`config.mk`:
```
export PLATFORM = sky130hd
export DESIGN_NAME = readout_arbiter
export DESIGN_NICKNAME = d
export VERILOG_FILES = /design/src/rtl/readout_arbiter_pkg.sv /design/src/rtl/readout_arbiter_rr_pick.sv /design/src/rtl/readout_arbiter.sv
export SDC_FILE = /design/constraint.sdc
export NUM_CORES = 1
export LEC_CHECK = 0
export ABC_AREA = 1
export CORE_MARGIN = 2
export CORE_UTILIZATION = 28
export DETAILED_ROUTE_END_ITERATION = 16
export GPL_ROUTABILITY_DRIVEN = 0
export GPL_TIMING_DRIVEN = 0
export SYNTH_ARGS = -nofsm -noshare
export SYNTH_HDL_FRONTEND = slang
export SYNTH_SLANG_ARGS = --single-unit
```
`constraint.sdc`:
```
create_clock -name clk -period 5.63 [get_ports clk]
set_input_delay 1.126 -clock clk [delete_from_list [all_inputs] [get_ports clk]]
set_output_delay 1.126 -clock clk [all_outputs]
set_load 0.02 [all_outputs]
```
`src/rtl/readout_arbiter_pkg.sv`:
```
// Shared definitions for the readout arbiter and its round-robin picker.
package readout_arbiter_pkg;

  localparam int WORD_W  = 16;
  localparam int MAX_NCH = 64;
  localparam int GNT_W   = 6;

  typedef enum logic [1:0] {
    ST_IDLE  = 2'd0,
    ST_GRANT = 2'd1,
    ST_WAIT  = 2'd2
  } state_t;

endpackage

```
`src/rtl/readout_arbiter_rr_pick.sv`:
```
// Combinational round-robin priority encoder: finds the first set bit of
// i_eligible starting at i_start and wrapping modulo NCH.
module rr_pick
  import readout_arbiter_pkg::*;
#(
  parameter int NCH = 16
) (
  input  logic [NCH-1:0]   i_eligible,
  input  logic [GNT_W-1:0] i_start,
  output logic             o_found,
  output logic [GNT_W-1:0] o_idx
);

  logic [2*NCH-1:0] w_dbl;
  logic [NCH-1:0]   w_rot;
  logic [GNT_W:0]   w_off;
  logic [GNT_W:0]   w_sum;

  // Rotating a doubled copy puts the search start at bit 0.
  assign w_dbl = {i_eligible, i_eligible};
  assign w_rot = NCH'(w_dbl >> i_start);

  always_comb begin
    o_found = 1'b0;
    w_off   = '0;
    for (int j = NCH - 1; j >= 0; j--) begin
      if (w_rot[j]) begin
        o_found = 1'b1;
        w_off   = (GNT_W + 1)'(j);
      end
    end
  end

  assign w_sum = {1'b0, i_start} + w_off;
  assign o_idx = (w_sum >= (GNT_W + 1)'(NCH)) ? GNT_W'(w_sum - (GNT_W + 1)'(NCH))
                                              : w_sum[GNT_W-1:0];

endmodule

```
`src/rtl/readout_arbiter.sv`:
```
// Round-robin readout arbiter: grants one channel per block, drains it with
// one-cycle ack pulses and forwards words as a valid/first-qualified stream.
module readout_arbiter
  import readout_arbiter_pkg::*;
#(
  parameter int NCH    = 16,
  parameter int MAXLEN = 1023
) (
  input  logic                  clk,
  input  logic                  reset,
  input  logic [NCH-1:0]        enable,
  input  logic [NCH-1:0]        req,
  input  logic [WORD_W*NCH-1:0] din,
  output logic [NCH-1:0]        ack,
  output logic [WORD_W-1:0]     dout,
  output logic                  dvalid,
  output logic                  dfirst,
  input  logic                  dready,
  output logic                  busy,
  output logic [GNT_W-1:0]      gnt,
  output logic                  overlen
);

  localparam int CNT_W = $clog2(MAXLEN + 1);

  state_t              r_state;
  state_t              w_next;
  logic [GNT_W-1:0]    r_gnt;
  logic [GNT_W-1:0]    w_start;
  logic [GNT_W-1:0]    w_pickIdx;
  logic                w_found;
  logic [NCH-1:0]      w_elig;
  logic                w_reqG;
  logic                w_fire;
  logic                w_atMax;
  logic [WORD_W-1:0]   w_word;
  logic                r_first;
  logic [CNT_W-1:0]    r_cnt;
  logic [WORD_W-1:0]   r_dout;
  logic                r_dvalid;
  logic                r_dfirst;

  // r_gnt doubles as the round-robin pointer; the search starts one past it.
  assign w_elig  = req & enable;
  assign w_start = (r_gnt >= GNT_W'(NCH - 1)) ? '0 : r_gnt + 1'b1;
  assign w_atMax = (r_cnt == CNT_W'(MAXLEN));

  rr_pick #(.NCH(NCH)) u_pick (
    .i_eligible (w_elig),
    .i_start    (w_start),
    .o_found    (w_found),
    .o_idx      (w_pickIdx)
  );

  always_comb begin
    w_word = '0;
    w_reqG = 1'b0;
    for (int k = 0; k < NCH; k++) begin
      if (r_gnt == GNT_W'(k)) begin
        w_word = din[k*WORD_W +: WORD_W];
        w_reqG = req[k];
      end
    end
  end

  always_ff @(posedge clk or posedge reset) begin
    if (reset) r_state <= ST_IDLE;
    else       r_state <= w_next;
  end

  always_comb begin
    w_next = r_state;
    unique case (r_state)
      ST_IDLE:  if (w_found) w_next = ST_GRANT;
      ST_GRANT: begin
        if (!w_reqG)     w_next = ST_IDLE;
        else if (dready) w_next = ST_WAIT;
      end
      ST_WAIT:  w_next = w_atMax ? ST_IDLE : ST_GRANT;
      default:  w_next = ST_IDLE;
    endcase
  end

  // End of block takes priority over dready, so a dropped req never gets acked.
  always_comb begin
    w_fire  = (r_state == ST_GRANT) && w_reqG && dready;
    overlen = (r_state == ST_WAIT) && w_atMax;
    busy    = (r_state != ST_IDLE);
    ack     = '0;
    for (int k = 0; k < NCH; k++) begin
      ack[k] = w_fire && (r_gnt == GNT_W'(k));
    end
  end

  always_ff @(posedge clk or posedge reset) begin
    if (reset) begin
      r_gnt    <= GNT_W'(NCH - 1);
      r_first  <= 1'b0;
      r_cnt    <= '0;
      r_dout   <= '0;
      r_dvalid <= 1'b0;
      r_dfirst <= 1'b0;
    end else begin
      r_dvalid <= 1'b0;
      r_dfirst <= 1'b0;
      if (r_state == ST_IDLE && w_found) begin
        r_gnt   <= w_pickIdx;
        r_first <= 1'b1;
        r_cnt   <= '0;
      end
      if (w_fire) begin
        r_dout   <= w_word;
        r_dvalid <= 1'b1;
        r_dfirst <= r_first;
        r_first  <= 1'b0;
        r_cnt    <= r_cnt + 1'b1;
      end
    end
  end

  assign dout   = r_dout;
  assign dvalid = r_dvalid;
  assign dfirst = r_dfirst;
  assign gnt    = r_gnt;

endmodule

```
## Word level (Yosys, flattened, before mapping)

Index checks and enable logic that the tools add are counted.
W data, S select, Z words.

- Add/subtract/negate cells: 4
- Order comparisons: 2
- Equality and inequality tests: 20
- Shift operators: 1
- Mux-type cells: 77
- Bitwise gates (word level): 1
- Reduce and logical (&&, ||, !) cells: 25

Operators by type and width:

| cell | count |
|---|---|
| $mux W16 | 16 |
| $mux W4 | 16 |
| $eq A6 B4 Y1 const B | 8 |
| $mux W1 | 37 |
| $shr A32 B6 Y16 | 1 |
| $eq A6 B3 Y1 const B | 4 |
| $logic_and A1 B1 Y1 | 20 |
| $mux W10 | 2 |
| $and A16 B16 Y16 | 1 |
| $eq A6 B2 Y1 const B | 2 |
| $mux W6 | 2 |
| $add A10 B1 Y10 const B | 1 |
| $eq A10 B10 Y1 const B | 1 |
| $add A6 B4 Y7 | 1 |
| $ge A7 B5 Y1 const B | 1 |
| $add A6 B1 Y6 const B | 1 |
| $eq A6 B1 Y1 const B | 1 |
| $ge A6 B4 Y1 const B | 1 |
| $logic_not A6 Y1 | 1 |
| $mux W2 | 3 |
| $pmux W2 S3 | 1 |
| $sub A6 B5 Y6 const B | 1 |
| $reduce_bool A2 Y1 | 2 |
| $ne A3 B3 Y1 const B | 1 |
| 5 further kinds | 5 |

- Flip-flop bits (word level): 37
- Input port bits: 291
- Output and inout port bits: 42
- Word-level logic and storage cells: 137

## Longest topological paths before layout

Gate-level depths: netlist of run 1.

- Word-level depth: 22
- Gate-level depth with buffers: 36
- Gate-level depth less buffers: 34

## By module

A second synthesis of run 1 with hierarchy kept.

- Cells, all modules: 1181
- Area total of the unflattened synthesis: 6160.9 um^2

Modules (own cells, without submodules):

| module | instances | cells an instance | area each (um^2) | seq. area each (um^2) |
|---|---|---|---|---|
| readout_arbiter | 1 | 880 | 4729.5 | 930.9 |
| rr_pick | 1 | 301 | 1431.4 | 0.0 |

## Worst setup path after synthesis of run 1

OpenSTA, ideal clock, no wires.

- Path kind: register -> register
- Start: reg r_gnt[0], in the netlist gnt[0]
- End: reg r_gnt[5], in the netlist gnt[5]
- Library setup time: 0.076 ns
- Arrival time: 4.259 ns
- Data required time: 5.554 ns
- Path slack: 1.295 ns
- Cell stages (with the launch flop): 36
- Path buffers: 2
- Period minus slack after synthesis: 4.335 ns
- Cell sequence: dfstp_2 -> clkinv_1 -> buf_2 -> ha_1 -> nand3_4 -> inv_2 -> buf_6 -> nand3_1 -> nand3_1 -> nand3_1 -> nand2_1 -> nand2_1 -> nand2_1 -> nand2_1 -> nand2_1 -> nand2_1 -> nand2_1 -> nand2_1 -> nand2_1 -> nand2_1 -> nand2_1 -> nand2_1 -> nand2_1 -> nand2_1 -> a21oi_1 -> ha_1 -> inv_1 -> fa_1 -> inv_1 -> a31oi_1 -> inv_1 -> ha_1 -> nand2_1 -> nor4_1 -> o21ai_0 -> o21ai_1

- Longest elaborated chain between the ends: 22
- Elaborated cells between the ends (all ways): 41
- Classes of those cells: 3 x add/sub; 2 x order compare; 1 x shift; 34 x mux; 1 x reduce/logical

RTL lines:

| element | RTL line | text |
|---|---|---|
| start, declared | readout_arbiter.sv:28 | `logic [GNT_W-1:0] r_gnt;` |
| start signal, assigned | readout_arbiter.sv:97 | `r_gnt <= GNT_W'(NCH - 1);` |
| start signal, assigned | readout_arbiter.sv:107 | `r_gnt <= w_pickIdx;` |
| $add A6 B1 Y6 / $ge A6 B4 Y1 (equally long branches) | readout_arbiter.sv:45 | `assign w_start = (r_gnt >= GNT_W'(NCH - 1)) ? '0 : r_gnt + 1'b1;` |
| $mux W6 * | readout_arbiter.sv:45 |  |
| $shr A32 B6 Y16 | readout_arbiter_rr_pick.sv:21 | `assign w_rot = NCH'(w_dbl >> i_start);` |
| $mux W4 (16 in series) | readout_arbiter_rr_pick.sv:27 | `if (w_rot[j]) begin` |
| $add A6 B4 Y7 | readout_arbiter_rr_pick.sv:34 | `assign w_sum = {1'b0, i_start} + w_off;` |
| $sub A6 B5 Y6 / $ge A7 B5 Y1 (equally long branches) | readout_arbiter_rr_pick.sv:35 | `assign o_idx = (w_sum >= (GNT_W + 1)'(NCH)) ? GNT_W'(w_sum - (GNT_W + 1)'(NCH))` |
| $mux W6 | readout_arbiter_rr_pick.sv:35 |  |

Every way passes the cells marked *; elsewhere a longest branch is shown, timed or not.
A chain may end at the register's enable or synchronous reset.

## Worst setup path in the final report of run 1

- Start: in req[0]
- End: out ack[5]

- Longest elaborated chain between the ends: 19

RTL lines:

| element | RTL line | text |
|---|---|---|
| start, declared | readout_arbiter.sv:12 | `input logic [NCH-1:0] req,` |
| $mux W1 (16 in series) | readout_arbiter.sv:59 | `if (r_gnt == GNT_W'(k)) begin` |
| $logic_and A1 B1 Y1 (2 in series) | readout_arbiter.sv:86 | `w_fire = (r_state == ST_GRANT) && w_reqG && dready;` |
| $logic_and A1 B1 Y1 | readout_arbiter.sv:91 | `ack[k] = w_fire && (r_gnt == GNT_W'(k));` |
| end, declared | readout_arbiter.sv:14 | `output logic [NCH-1:0] ack,` |

Every way passes these cells.

==> insert_results.sql, run 1 <==
INSERT INTO impl_metrics (metric_group, metric, value, unit) VALUES
('floorplanning', 'initial_core_util', '28.30', '%'),
('routing', 'drt_first_pass_iters', '5', ''),
('clock_network', 'cts.hold.buffers_added', '0', ''),
('floorplanning', 'dieHeight', '149.3', 'um'),
('synthesis', 'synth.most_common_cell', 'sky130_fd_sc_hd__nand2_1', ''),
('synthesis', 'synth.avg_cell_area', '5.312', 'sq um'),
('hold_path', 'hold_path_startpoint', 'dout[2]', ''),
('setup_path', 'timing.critical_path.max_delay_family', 'buffers and inverters', ''),
('routing', 'viasPerCell', '4.838', ''),
('sta', 'timing_max_transition_violations_final', '0', ''),
('power', 'power', '5.245', 'mW'),
('sta', 'period_minus_slack', '5292', 'ps'),
('layout', 'nNetsFinal', '1757', ''),
('global_routing', 'number_of_antenna_violations_at_the_first_check_in_global_routing', '2', ''),
('routing', 'vias', '8384', ''),
('place', 'port_buffers', '332', ''),
('layout', 'final_layout_size_suffix_gt1_share', '7.349', '%'),
('synthesis', 'synth-main-ff-cell', 'sky130_fd_sc_hd__dfrtp_1', ''),
('routing', 'first_iter_violations', '575', ''),
('setup_path', 'worstSetupStartpoint', 'req[0]', ''),
('synthesis', 'yosys.area.top_type', 'sky130_fd_sc_hd__nand2_1', ''),
('place', 'dpl.hpwl', '25250', 'um'),
('layout', 'area_delta_synth_final', '65.12', '%'),
('clock_network', 'worst_skew_pair_latency', '280', 'ps'),
('clock_network', 'tritoncts', 'built', ''),
('clock_network', 'depth_of_the_cts_h_tree', '2', ''),
('clock_network', 'cts.sink_count', '37', ''),
('synthesis', 'syn-instance-count', '1113', ''),
('sta', 'unrepaired_setup_endpoints_after_global_routing', 'no', ''),
('sta', 'tightest_slew', '814.8', 'ps'),
('setup_path', 'critical_path.startpoint_type', 'input port', ''),
('routing', 'route.detailed.wl_per_inst', '17.22', 'um'),
('status', 'outcome', 'complete, no violations', ''),
('setup_path', 'timing.critical_path.buf_inv', '5', ''),
('setup_path', 'worstSetupPathType', 'input port to output pin', ''),
('synthesis', 'edff_count_synth', '0', ''),
('floorplanning', 'die-area', '22290', 'sq um'),
('floorplanning', 'core_area', '20890', 'sq um'),
('floorplanning', 'std_cell_rows', '53', ''),
('sta', 'fin_skew', '4.007', 'ps'),
('sta', 'setup_viol_count_final', '0', ''),
('clock_network', 'clock_pin_transition_on_the_worst_setup_and_hold_timing_paths', '60', 'ps'),
('global_routing', 'globalRouteTotalUtil', '26.45', '%'),
('synthesis', 'synth_top_cell_area_share', '25.71', '%'),
('layout', 'layout.filler_cells', '2271', ''),
('sta', 'timing.final.crit_share', '93.99', '%'),
('synthesis', 'async_flop_share', '100.0', '%'),
('synthesis', 'synth.top_cells.by_area', 'sky130_fd_sc_hd__nand2_1, sky130_fd_sc_hd__dfrtp_1, sky130_fd_sc_hd__nand3_1, sky130_fd_sc_hd__nor2_1, sky130_fd_sc_hd__inv_1', ''),
('floorplanning', 'die_x', '149.3', 'um'),
('setup_path', 'crit_required', '4500', 'ps'),
('global_routing', 'grt_pass1_wl', '45370', 'um'),
('sta', 'final.setup.tns', '0', 'ps'),
('clock_network', 'tritoncts.num_buffers', '5', ''),
('global_routing', 'globalRouteOverflowTotal', '0', ''),
('sta', 'hold_violations', '0', ''),
('routing', 'wl', '29830', 'um'),
('synthesis', 'synthDistinctLibCells', '48', ''),
('synthesis', 'synth.cell_area', '5912', 'sq um'),
('setup_path', 'crit_path_top_delay_cell', 'sky130_fd_sc_hd__clkdlybuf4s50_1', ''),
('synthesis', 'synth.ff_latch_count', '37', ''),
('synthesis', 'ys_top_cells_by_count', 'sky130_fd_sc_hd__nand2_1, sky130_fd_sc_hd__nand3_1, sky130_fd_sc_hd__nor2_1', ''),
('clock_network', 'clockRootBuffer', 'sky130_fd_sc_hd__clkbuf_16', ''),
('clock_network', 'ctsLongestPathBuffers', '2', ''),
('setup_path', 'critical_path.max_stage_delay', '650', 'ps'),
('setup_path', 'critical_path.reg2reg.startpoint', 'gnt[0]', ''),
('global_routing', 'grt_start_max_net_pins', '38', ''),
('setup_path', 'worst-endpoint-arrival', '4170', 'ps'),
('sta', 'timing.hold.ws', '479.6', 'ps'),
('power', 'cellLeakagePower', '4.457', 'nW'),
('routing', 'number_of_remaining_drc_errors', '0', ''),
('routing', 'route.antenna.remaining_nets', '0', '');
layout by cell type (no fill, tap or decap), types with 4 or more instances in the layout:
| cell type | instances |
|---|---|
| sky130_fd_sc_hd__o21ai_0 | 42 |
| sky130_fd_sc_hd__o21ai_1 | 16 |
| sky130_fd_sc_hd__or2_2 | 39 |
| sky130_fd_sc_hd__inv_1 | 87 |
| sky130_fd_sc_hd__nand3_1 | 145 |
| sky130_fd_sc_hd__buf_4 | 5 |
| sky130_fd_sc_hd__nor2_2 | 6 |
| sky130_fd_sc_hd__nand2_1 | 405 |
| sky130_fd_sc_hd__ha_1 | 10 |
| sky130_fd_sc_hd__nor2_1 | 118 |
| sky130_fd_sc_hd__clkbuf_1 | 31 |
| sky130_fd_sc_hd__dfrtp_1 | 33 |
| sky130_fd_sc_hd__clkdlybuf4s50_1 | 332 |
| sky130_fd_sc_hd__clkbuf_16 | 5 |
| sky130_fd_sc_hd__xnor2_1 | 4 |
| sky130_fd_sc_hd__o211ai_1 | 6 |
| sky130_fd_sc_hd__nand4_1 | 31 |
| sky130_fd_sc_hd__o21a_1 | 5 |
| sky130_fd_sc_hd__buf_2 | 19 |
| sky130_fd_sc_hd__inv_2 | 8 |
| sky130_fd_sc_hd__dfstp_2 | 4 |
| sky130_fd_sc_hd__buf_6 | 6 |
| sky130_fd_sc_hd__a21oi_1 | 52 |
worst min-delay path, delay by kind of cell, from the launching register on:
family / cells / cell delay [ps]
flops: 1 / 340
simple gates: 2 / 120
sequential cells by signal, summed over array words and instances, names as in the netlist:
name,flops
dout,16
r_cnt,10
gnt,6
r_state,2
dfirst,1
dvalid,1
r_first,1
layout make-up:
| cell class | count | area [sq um] | share of cell area (%) |
|---|---|---|---|
| clock buffers | 8 | 136.4 | 1.397 |
| inverters | 96 | 364.1 | 3.730 |
| diodes | 2 | 5.005 | 0.05127 |
| repair buffers | 335 | 3346 | 34.27 |
| plain buffers | 58 | 297.8 | 3.051 |
| well taps | 275 | 344.1 | 3.525 |
| multi-input cells | 922 | 4338 | 44.44 |
| flip-flops and latches | 37 | 930.9 | 9.536 |
routing by layer:
metal  vias up  wire, um  global-route usage [%]  part of all wire (%)
li1       4285         -                       -                     -
met1      3654     12590                   33.97                    42
met2       393     13720                   44.22                    46
met3        52      2683                   6.116                   9.0
met4         0       835                   7.714                   2.8
met5         -         0                       0                     0
logic make-up (layout without fill, tap and decap cells):
| kind of cell | Yosys count | in the layout | share of synthesized area, % |
|---|---|---|---|
| XOR/XNOR | 7 | 7 | 1.037 |
| flip-flops | 37 | 37 | 15.75 |
| multiplexers | 2 | 2 | 0.3386 |
| buffers and inverters | 154 | 497 | 11.09 |
| adder cells (fa/ha/maj) | 11 | 11 | 2.455 |
| AO/OA/AOI/OAI | 135 | 135 | 12.55 |
| AND/OR/NAND/NOR | 766 | 766 | 56.72 |
| other | 1 | 3 | 0.06343 |
path summary, 6_finish.rpt:
path / end / slack (ps) / cells past startpoint
min reg2reg: dout[2] / 480 / 2
max in group asynchronous: r_cnt[7] / 3810 / 2
max: ack[5] / 340 / 22
min in group asynchronous: dvalid / 1310 / 2
max reg2reg: gnt[5] / 750 / 35
min: dout[2] / 480 / 2
timing repair:
item,in CTS,in global routing
setup buffers,0,3
gates resized for setup,0,5
setup endpoints to repair,0,13
hold endpoints to repair,0,0
power breakdown:
part / internal [mW] / switching (mW)
sequential: 0.372 / 0.0786
combinational: 1.68 / 2.84
clock: 0.165 / 0.102
total: 2.22 / 3.02
per-stage QoR:
step	instance area [sq um]	cells	worst slack, ps	util [%]
after global routing	9762	1733	23.01	46.73
final	9762	1733	338.3	46.73
after CTS	9716	1728	111.7	46.51
after floorplan	5912	1113	1295	-
after global placement	9579	1720	309.8	45.86
after detailed placement	9579	1720	273.1	45.86
Note: power is estimated with default switching activity, not from simulation.
==> run 2, diff against run 1 <==
Settings changed: GPL_ROUTABILITY_DRIVEN 0 to default.
==> run 2 against run 1 <==
Net effect: final cell count is 0.29% higher; clock skew grew 1.6 ps; via count shrank 0.24%; sequential share of layout area about the same; maximum frequency is 0.65% lower; flip-flop and latch count unchanged; die area did not move.
==> insert_results.sql, run 2 (synthesis gave the netlist of run 1 again) <==
INSERT INTO impl_metrics (metric_group, metric, value, unit) VALUES
('status', 'outcome', 'complete, no violations', ''),
('sta', 'setup_viol_count_final', '0', ''),
('setup_path', 'r2r_setup_slack', '810', 'ps'),
('layout', 'mostFrequentLayoutCells', 'sky130_fd_sc_hd__nand2_1, sky130_fd_sc_hd__clkdlybuf4s50_1, sky130_fd_sc_hd__nand3_1, sky130_fd_sc_hd__nor2_1, sky130_fd_sc_hd__inv_1', ''),
('global_routing', 'grt_start_max_net_pins', '38', ''),
('setup_path', 'max_fo_critical_path', '10', ''),
('routing', 'first_iter_violations', '487', ''),
('floorplanning', 'std_cell_rows', '53', ''),
('place', 'port_buffers', '332', ''),
('layout', 'layout.filler_cells', '2256', ''),
('layout', 'number_of_cells_in_the_finished_layout_apart_from_fillers', '1738', ''),
('sta', 'slew-limit-headroom', '44.65', '%'),
('clock_network', 'clock_pin_transition_on_the_worst_setup_and_hold_timing_paths', '50', 'ps'),
('sta', 'fin_skew', '5.605', 'ps'),
('global_routing', 'first_global_vias', '8158', ''),
('setup_path', 'timing.critical_path.max_delay_family', 'buffers and inverters', ''),
('setup_path', 'critical_path.max_stage_delay', '680', 'ps'),
('clock_network', 'tritoncts.num_buffers', '5', ''),
('routing', 'vias', '8364', ''),
('clock_network', 'cts.hold.buffers_added', '0', ''),
('routing', 'viasPerCell', '4.812', ''),
('power', 'powerDensity', '538.8', 'nW/um^2'),
('global_routing', 'number_of_antenna_violations_at_the_first_check_in_global_routing', '9', ''),
('layout', 'largest_register_ffs', '16', ''),
('place', 'dpl.hpwl', '26220', 'um'),
('floorplanning', 'die_x', '149.3', 'um'),
('routing', 'wl', '30860', 'um'),
('power', 'cellLeakagePower', '4.466', 'nW'),
('sta', 'unrepaired_setup_endpoints_after_global_routing', 'no', ''),
('place', 'routabilityCongestion', '0.9927', ''),
('clock_network', 'tritoncts', 'built', ''),
('floorplanning', 'die-area', '22290', 'sq um'),
('clock_network', 'cts.sink_count', '37', ''),
('power', 'irDropWorstVdd', '0.0002335', 'V'),
('setup_path', 'worst_path_most_repeated_cell', 'sky130_fd_sc_hd__nand2_1', ''),
('sta', 'final.setup.tns', '0', 'ps'),
('clock_network', 'clockRootBuffer', 'sky130_fd_sc_hd__clkbuf_16', ''),
('layout', 'nNetsFinal', '1755', ''),
('sta', 'hold_violations', '0', ''),
('hold_path', 'hold_path_startpoint', 'dout[14]', ''),
('layout', 'layout.area.seq', '930.9', 'sq um'),
('layout', 'utilization', '46.74', '%'),
('clock_network', 'worst_skew_pair_latency', '280', 'ps'),
('layout', 'area_delta_synth_final', '65.16', '%'),
('power', 'power', '5.261', 'mW'),
('setup_path', 'critical_path.startpoint_type', 'input port', ''),
('sta', 'max_freq', '187.7', 'MHz'),
('setup_path', 'cp_cell_sequence', 'clkdlybuf4s50_1, inv_1, a21oi_1, nand2_1, nand3_1, nand3_1, nand3_1, nand2_1, nand2_1, nand2_1, nand3_1, nand3_1, nand2_1, nand2_1, nand3_1, nand2_1, nand2_1, nand3_2, buf_6, buf_6, nor3_1, clkdlybuf4s50_1', ''),
('routing', 'drt_first_pass_iters', '5', ''),
('routing', 'number_of_remaining_drc_errors', '0', ''),
('setup_path', 'worstSetupPathType', 'input port to output pin', ''),
('setup_path', 'crit_required', '4500', 'ps'),
('global_routing', 'globalRouteOverflowTotal', '0', ''),
('setup_path', 'critical_path.reg2reg.startpoint', 'gnt[0]', ''),
('floorplanning', 'dieHeight', '149.3', 'um'),
('setup_path', 'cp-end-kind', 'output pin', ''),
('setup_path', 'worst-endpoint-arrival', '4200', 'ps'),
('floorplanning', 'floorplan.io_pins', '333', ''),
('place', 'numPlacedInstances', '1720', ''),
('hold_path', 'worst_hold_path.num_cells', '2', ''),
('setup_path', 'crit_path_top_delay_cell', 'sky130_fd_sc_hd__clkdlybuf4s50_1', ''),
('clock_network', 'depth_of_the_cts_h_tree', '2', ''),
('setup_path', 'timing.critical_path.buf_inv', '5', ''),
('hold_path', 'hold_path.class', 'flop to flop', ''),
('sta', 'timing_max_transition_violations_final', '0', ''),
('global_routing', 'grt_pass1_wl', '46820', 'um'),
('layout', 'final_layout_size_suffix_gt1_share', '7.221', '%'),
('hold_path', 'worst_hold_path.endpoint', 'dout[14]', ''),
('routing', 'route.detailed.wl_per_inst', '17.76', 'um'),
('setup_path', 'r2r_cell_count', '35', ''),
('clock_network', 'ctsLongestPathBuffers', '2', ''),
('sta', 'period_minus_slack', '5326', 'ps'),
('sta', 'tightest_slew', '827.3', 'ps'),
('floorplanning', 'initial_core_util', '28.30', '%'),
('setup_path', 'capture_point_of_the_worst_reg_to_reg_path', 'gnt[5]', ''),
('routing', 'route.antenna.remaining_nets', '0', ''),
('layout', 'mostFrequentLayoutCell', 'sky130_fd_sc_hd__nand2_1', ''),
('layout', 'multi_input_gate_area', '4335', 'sq um'),
('flow_run', 'timing.max_cap.violations', '0', ''),
('global_routing', 'globalRouteTotalUtil', '27.43', '%'),
('sta', 'timing.final.crit_share', '94.61', '%'),
('floorplanning', 'core_area', '20890', 'sq um');
[run 2: cell types whose count changed in the layout (fill, tap and decap cells not counted), sizes merged]
cell and delta:
diode +7, buf -2, dlymetal6s2s +1, clkdlybuf4s50 -1
[run 2: cell type report]
type                       count  area share (%)
antenna                        9          0.2307
sequential                    37           9.534
clock buffer                   8           1.397
multi-input combinational    922           44.40
timing repair buffer         333           34.14
inverter                      96           3.729
tap                          275           3.524
buffer                        58           3.050
[run 2: metrics by stage]
step | setup WS, ps | cell area [sq um] | hold WS [ps]
global placement | 274.7 | 9579 | 464.8
detailed placement | 339.0 | 9579 | 469.5
global route | 62.06 | 9764 | 496.0
CTS | 160.1 | 9716 | 483.6
finish | 303.7 | 9764 | 481.6
floorplan | 1295 | 5912 | 459.9
[run 2: worst max-delay path by stage]
stage,from,to,slack (ps),cells past startpoint
2_1_floorplan,gnt[0],gnt[5],1290,35
3_3_place_gp,req[0],ack[8],270,22
3_5_place_dp,req[0],ack[8],340,22
4_1_cts,gnt[0],ack[5],160,23
5_1_grt,req[0],ack[8],60,22
6_report,req[0],ack[8],300,22
[run 2: where the power goes]
| group | total [mW] | internal [mW] | switching [mW] |
|---|---|---|---|
| Combinational | 4.55 | 1.68 | 2.86 |
| Sequential | 0.449 | 0.372 | 0.0773 |
| Clock | 0.267 | 0.165 | 0.102 |
[run 2: routing by layer]
layer / up-vias / GRT usage, % / wire, um
met5: - / 1.591 / 0
met4: 0 / 8.476 / 644
met3: 36 / 6.269 / 2483
met2: 378 / 45.55 / 14500
met1: 3677 / 35.22 / 13230
li1: 4273 / - / -
[run 2: what timing repair did]
item                       CTS  global route
setup buffers                0             1
gates resized for setup      0             6
setup endpoints to repair    0            12
[run 2: tightest hold or removal path, cell delays in order, from the launching register on]
cell and delay (ps):
sky130_fd_sc_hd__dfrtp_1 340, sky130_fd_sc_hd__nand2_1 60, sky130_fd_sc_hd__nand2_1 50
